**config.mk**
```make
export PLATFORM = sky130hd
export DESIGN_NAME = half_duplex_link_ctrl
export DESIGN_NICKNAME = d
export VERILOG_FILES = /design/src/rtl/half_duplex_link_ctrl.sv
export SDC_FILE = /design/constraint.sdc
export NUM_CORES = 1
export LEC_CHECK = 0
export CAP_MARGIN = 20
export CORE_MARGIN = 1.5
export CORE_UTILIZATION = 62
export DETAILED_ROUTE_END_ITERATION = 12
export PLACE_DENSITY = 0.83
export RECOVER_POWER = 100
export SLEW_MARGIN = 0
export SYNTH_ARGS = -nofsm -noshare
export SYNTH_HDL_FRONTEND = slang
export SYNTH_SLANG_ARGS = --single-unit
```
**constraint.sdc**
```tcl
create_clock -name clk -period 4.7 [get_ports clk]
set_input_delay 0.94 -clock clk [delete_from_list [all_inputs] [get_ports clk]]
set_output_delay 0.94 -clock clk [all_outputs]
set_load 0.01 [all_outputs]
```
**src/rtl/half_duplex_link_ctrl.sv**
```systemverilog
// Half-duplex single-wire link master: sends a framed request, turns the line
// around, then hunts for and deserializes the peripheral's framed response.
module half_duplex_link_ctrl #(
    parameter int DATA_W   = 8,
    parameter int CLKDIV   = 4,
    parameter int TURN_CYC = 2,
    parameter int TIMEOUT  = 64
) (
    input  logic              clk,
    input  logic              rst_n,
    input  logic              tx_valid,
    output logic              tx_ready,
    input  logic [DATA_W-1:0] tx_data,
    output logic              rx_valid,
    output logic [DATA_W-1:0] rx_data,
    output logic              rx_err,
    output logic              line_out,
    output logic              line_oe,
    input  logic              line_in
);

    localparam int TMO_CYC = TIMEOUT * CLKDIV;
    localparam int CYC_MAX = (CLKDIV > TURN_CYC) ? CLKDIV : TURN_CYC;
    localparam int CYC_W   = $clog2(CYC_MAX + 1);
    localparam int BIT_W   = $clog2(DATA_W + 3);
    localparam int TMO_W   = $clog2(TMO_CYC + 1);

    typedef enum logic [2:0] {
        ST_IDLE  = 3'd0,
        ST_TX    = 3'd1,
        ST_TURN  = 3'd2,
        ST_HUNT  = 3'd3,
        ST_START = 3'd4,
        ST_RX    = 3'd5
    } state_t;

    state_t              state_r, state_s;
    logic [CYC_W-1:0]    cyc_r, cyc_s;
    logic [BIT_W-1:0]    bit_r, bit_s;
    logic [TMO_W-1:0]    tmo_r, tmo_s;
    logic [DATA_W+1:0]   tx_sh_r, tx_sh_s;
    logic [DATA_W-1:0]   rx_sh_r, rx_sh_s;
    logic                sync1_r, sync2_r;
    logic                line_s;
    logic                line_out_r, line_out_s;
    logic                line_oe_r, line_oe_s;
    logic                tx_ready_r, tx_ready_s;
    logic                rx_valid_r, rx_valid_s;
    logic                rx_err_r, rx_err_s;
    logic [DATA_W-1:0]   rx_data_r, rx_data_s;
    logic [TMO_W-1:0]    tmo_inc_s;

    // Two-flop synchronizer on the shared line; idles high like the pull-up.
    always_ff @(posedge clk or negedge rst_n) begin
        if (!rst_n) begin
            sync1_r <= 1'b1;
            sync2_r <= 1'b1;
        end else begin
            sync1_r <= line_in;
            sync2_r <= sync1_r;
        end
    end

    assign line_s = sync2_r;

    // Timeout keeps counting through a rejected start bit, so it saturates rather than wraps.
    assign tmo_inc_s = (tmo_r == TMO_W'(TMO_CYC - 1)) ? tmo_r : tmo_r + TMO_W'(1);

    // Next-state and next-output logic for the link FSM.
    always_comb begin
        state_s    = state_r;
        cyc_s      = cyc_r;
        bit_s      = bit_r;
        tmo_s      = tmo_r;
        tx_sh_s    = tx_sh_r;
        rx_sh_s    = rx_sh_r;
        line_out_s = 1'b1;
        line_oe_s  = 1'b0;
        rx_valid_s = 1'b0;
        rx_err_s   = rx_err_r;
        rx_data_s  = rx_data_r;
        case (state_r)
            ST_IDLE: begin
                if (tx_valid && tx_ready_r) begin
                    state_s    = ST_TX;
                    tx_sh_s    = {1'b1, tx_data, 1'b0};
                    cyc_s      = {CYC_W{1'b0}};
                    bit_s      = {BIT_W{1'b0}};
                    line_oe_s  = 1'b1;
                    line_out_s = 1'b0;
                end else begin
                    state_s = ST_IDLE;
                end
            end
            ST_TX: begin
                line_oe_s  = 1'b1;
                line_out_s = tx_sh_r[0];
                if (cyc_r == CYC_W'(CLKDIV - 1)) begin
                    cyc_s = {CYC_W{1'b0}};
                    if (bit_r == BIT_W'(DATA_W + 1)) begin
                        state_s    = ST_TURN;
                        line_oe_s  = 1'b0;
                        line_out_s = 1'b1;
                    end else begin
                        bit_s      = bit_r + BIT_W'(1);
                        tx_sh_s    = {1'b1, tx_sh_r[DATA_W+1:1]};
                        line_out_s = tx_sh_r[1];
                    end
                end else begin
                    cyc_s = cyc_r + CYC_W'(1);
                end
            end
            ST_TURN: begin
                if (cyc_r == CYC_W'(TURN_CYC - 1)) begin
                    state_s = ST_HUNT;
                    cyc_s   = {CYC_W{1'b0}};
                    tmo_s   = {TMO_W{1'b0}};
                end else begin
                    cyc_s = cyc_r + CYC_W'(1);
                end
            end
            ST_HUNT: begin
                tmo_s = tmo_inc_s;
                if (tmo_r == TMO_W'(TMO_CYC - 1)) begin
                    state_s    = ST_IDLE;
                    rx_valid_s = 1'b1;
                    rx_err_s   = 1'b1;
                    rx_data_s  = {DATA_W{1'b0}};
                end else if (!line_s) begin
                    state_s = ST_START;
                    cyc_s   = {CYC_W{1'b0}};
                end else begin
                    state_s = ST_HUNT;
                end
            end
            ST_START: begin
                tmo_s = tmo_inc_s;
                if (cyc_r == CYC_W'(CLKDIV / 2 - 1)) begin
                    cyc_s = {CYC_W{1'b0}};
                    if (line_s) begin
                        state_s = ST_HUNT;
                    end else begin
                        state_s = ST_RX;
                        bit_s   = {BIT_W{1'b0}};
                    end
                end else begin
                    cyc_s = cyc_r + CYC_W'(1);
                end
            end
            ST_RX: begin
                if (cyc_r == CYC_W'(CLKDIV - 1)) begin
                    cyc_s = {CYC_W{1'b0}};
                    if (bit_r == BIT_W'(DATA_W)) begin
                        state_s    = ST_IDLE;
                        rx_valid_s = 1'b1;
                        rx_err_s   = ~line_s;
                        rx_data_s  = rx_sh_r;
                    end else begin
                        rx_sh_s = {line_s, rx_sh_r[DATA_W-1:1]};
                        bit_s   = bit_r + BIT_W'(1);
                    end
                end else begin
                    cyc_s = cyc_r + CYC_W'(1);
                end
            end
            default: begin
                state_s = ST_IDLE;
            end
        endcase
        tx_ready_s = (state_s == ST_IDLE);
    end

    // State and registered outputs; reset releases the line immediately.
    always_ff @(posedge clk or negedge rst_n) begin
        if (!rst_n) begin
            state_r    <= ST_IDLE;
            cyc_r      <= {CYC_W{1'b0}};
            bit_r      <= {BIT_W{1'b0}};
            tmo_r      <= {TMO_W{1'b0}};
            tx_sh_r    <= {(DATA_W + 2){1'b1}};
            rx_sh_r    <= {DATA_W{1'b0}};
            line_out_r <= 1'b1;
            line_oe_r  <= 1'b0;
            tx_ready_r <= 1'b1;
            rx_valid_r <= 1'b0;
            rx_err_r   <= 1'b0;
            rx_data_r  <= {DATA_W{1'b0}};
        end else begin
            state_r    <= state_s;
            cyc_r      <= cyc_s;
            bit_r      <= bit_s;
            tmo_r      <= tmo_s;
            tx_sh_r    <= tx_sh_s;
            rx_sh_r    <= rx_sh_s;
            line_out_r <= line_out_s;
            line_oe_r  <= line_oe_s;
            tx_ready_r <= tx_ready_s;
            rx_valid_r <= rx_valid_s;
            rx_err_r   <= rx_err_s;
            rx_data_r  <= rx_data_s;
        end
    end

    assign tx_ready = tx_ready_r;
    assign rx_valid = rx_valid_r;
    assign rx_data  = rx_data_r;
    assign rx_err   = rx_err_r;
    assign line_out = line_out_r;
    assign line_oe  = line_oe_r;

endmodule
```
==> results_dict.tcl <==
set metrics [dict create \
    outcome "finished with violations" \
    violations "max-capacitance violations, max-slew violations" \
    core_area_sq_um 4324 \
    ys_ff_latch 51 \
    cts_hold_buf 0 \
    wire_per_inst_um 16.40 \
    yosysTopAreaCell "dfrtp_1" \
    fin_crit_sh 0.6464 \
    grt_pass1_wl_um 9266 \
    track_usage 0.2413 \
    fin_util 0.7167 \
    n_antenna_cell 0 \
    leakage_nw 1.393 \
    synthArstFlopShare 1.000 \
    crit_path_max_fanout 51 \
    drive_gt1_frac 0.2082 \
    syn_area_sq_um 2760 \
    cts_made_buffers 5 \
    worst_path_max_delay_cell "clkbuf_1" \
    portBuffers 24 \
    holdWs_ns 0.3597 \
    cts_tree "yes" \
    peakVddDrop_mv 0.2623 \
    insertion_delay_ns 0.31 \
    cp.required_ns 4.56 \
    ant_nets 0 \
    die_h_um 69.72 \
    cap_violations 1 \
    dp_hpwl_um 3581 \
    r2r_slack_ns 1.68 \
    gp_routability_congestion 0.8571 \
    slew_headroom -0.7539 \
    synth_cells 245 \
    yosys_warnings 0 \
    drtIter0Drc 143 \
    synth_edf_count 0 \
    h-tree-depth 2 \
    startpoint "rst_n" \
    slew_violations 52 \
    cp_top_family "buffers and inverters" \
    nets 289 \
    syn_area_per_cell_sq_um 11.27 \
    antenna_found_initial 0 \
    grt_max_degree 52 \
    cts.sinks 51 \
    die_w_um 69.72 \
    timing.final.ws_setup_ns 1.662 \
    post_dp_cell_area_sq_um 3012 \
    final_hold_viol_count 0 \
    drc_errors 0 \
    setup.worst_path.end_class "asynchronous set/reset pin" \
    hold_end "line_s" \
    cts_resized 0 \
    start_util 0.6383 \
    netlist_top_cells_count "dfrtp_1 (38), nand2_1 (19), mux2_2 (18)" \
    p_total_mw 1.018 \
    synth_nets 266 \
    clkTransAtPathRegs_ns 0.09 \
    cts-root-buf "clkbuf_8" \
    cp-start-kind "input port" \
    vias 1996 \
    grt_pass1_vias 1910 \
    fin_cells 321 \
    area_growth_pct 12.28 \
    yosysMostFrequentCell "dfrtp_1" \
    finalSetupViolations 0 \
    die_area_sq_um 4861 \
    synth.area.top_cells "dfrtp_1 (34%), dfstp_2 (12%), mux2_2 (7.3%)" \
    max-clock-path-buffers 2 \
    grt.overflow.total 0 \
    whs_path_depth 0 \
    dr.pass1.iters 6 \
    dp_slack_ns 2.124 \
    fin_crit_ns 3.038 \
    post-cts-setup-buffer-count 0 \
    synth_top_area_share 0.3445 \
    path_buf_inv 2 \
    cp.arrival_ns 2.90 \
    wl_um 5265 \
    crit_chain "buf_2 -> clkbuf_1" \
    max_stage_delay_ns 1.85 \
    max_freq_mhz 329.2 \
    rsz0062_at_grt "false" \
    ys.flop_type "dfrtp_1" \
    finalSetupTns_ns 0 \
    worstMarginPinSlew_ns 2.631 \
    reg2regPathDepth 5 \
    r2r_end "rx_sh_r[2]" \
    power_density_nw_per_um2 328.5 \
    dpl.cell_count 313 \
    ioPinCount 25 \
    synth_cell_type_count 60 \
    vias_per_cell 6.218 \
    finClkSkew_ns 0.007827 \
    synth_seq_area_share 0.4683 \
    stdcell_area_sq_um 3099 \
    critical_path_class "in2async" \
    r2r-start "state_r[0]" \
    worst_hold_startpoint "sync1_r" \
    fp-row-count 24 \
    hp-class "reg2reg" \
]
==> worst max-delay path by stage <==
stage | slack (ns) | depth (start not counted) | end
after floorplan | 2.73 | 7 | tmo_r[4]
after global placement | 2.17 | 5 | bit_r[3]
after detailed placement | 2.12 | 5 | bit_r[3]
after CTS | 2.31 | 5 | rx_sh_r[4]
after global routing | 1.11 | 2 | rx_data[0]
final | 1.66 | 2 | tmo_r[8]
==> state kept, by name (all words and copies together) (netlist names) <==
register  count
tmo_r         9
tx_sh_r       9
sync1_r       1
rx_sh_r       8
rx_valid      1
cyc_r         3
line_out      1
rx_data       8
line_s        1
tx_ready      1
rx_err        1
line_oe       1
state_r       3
bit_r         4
==> power by group <==
part | internal, mW | switching (mW) | total, mW
logic | 0.0967 | 0.118 | 0.214
registers | 0.466 | 0.0276 | 0.493
clock network | 0.160 | 0.150 | 0.311
total | 0.723 | 0.296 | 1.02
==> final cells by class <==
| type | instances | area (sq um) |
|---|---|---|
| well taps | 52 | 65.06 |
| repair buffers | 26 | 242.7 |
| clock inverters | 3 | 46.29 |
| clock buffers | 5 | 68.82 |
| inverters | 12 | 45.04 |
| flip-flops and latches | 51 | 1292 |
| fillers | 334 | 1225 |
| multi-input cells | 172 | 1339 |
==> per-layer routing <==
layer  vias up  global-route usage  part of all wire
li1        952                   -                 -
met1       984              0.3311              0.45
met2        53              0.3900              0.49
met3         7             0.04797             0.041
met4         0             0.07692             0.013
met5         -                   0                 0
==> layout by cell type, fill, tap and decap left out, drive strengths merged, types with 4 or more instances in the layout <==
master	instances
ha	9
nand3	6
clkbuf	7
o21ai	7
dlygate4sd3	14
clkdlybuf4s50	9
nor2	8
a21bo	8
nand4	8
mux2i	6
nand2	19
nor2b	4
a21oi	8
dfrtp	38
nand2b	4
dfstp	13
mux2	24
nor3	5
inv	13
==> cells by family after synthesis <==
group / Yosys count / share of synthesized area
simple gates: 79 / 0.1709
compound gates: 54 / 0.1528
flops: 51 / 0.4683
mux: 30 / 0.1278
buf+inv: 22 / 0.03943
fa+ha+maj: 9 / 0.04080
(Power assumes the default switching activity.)
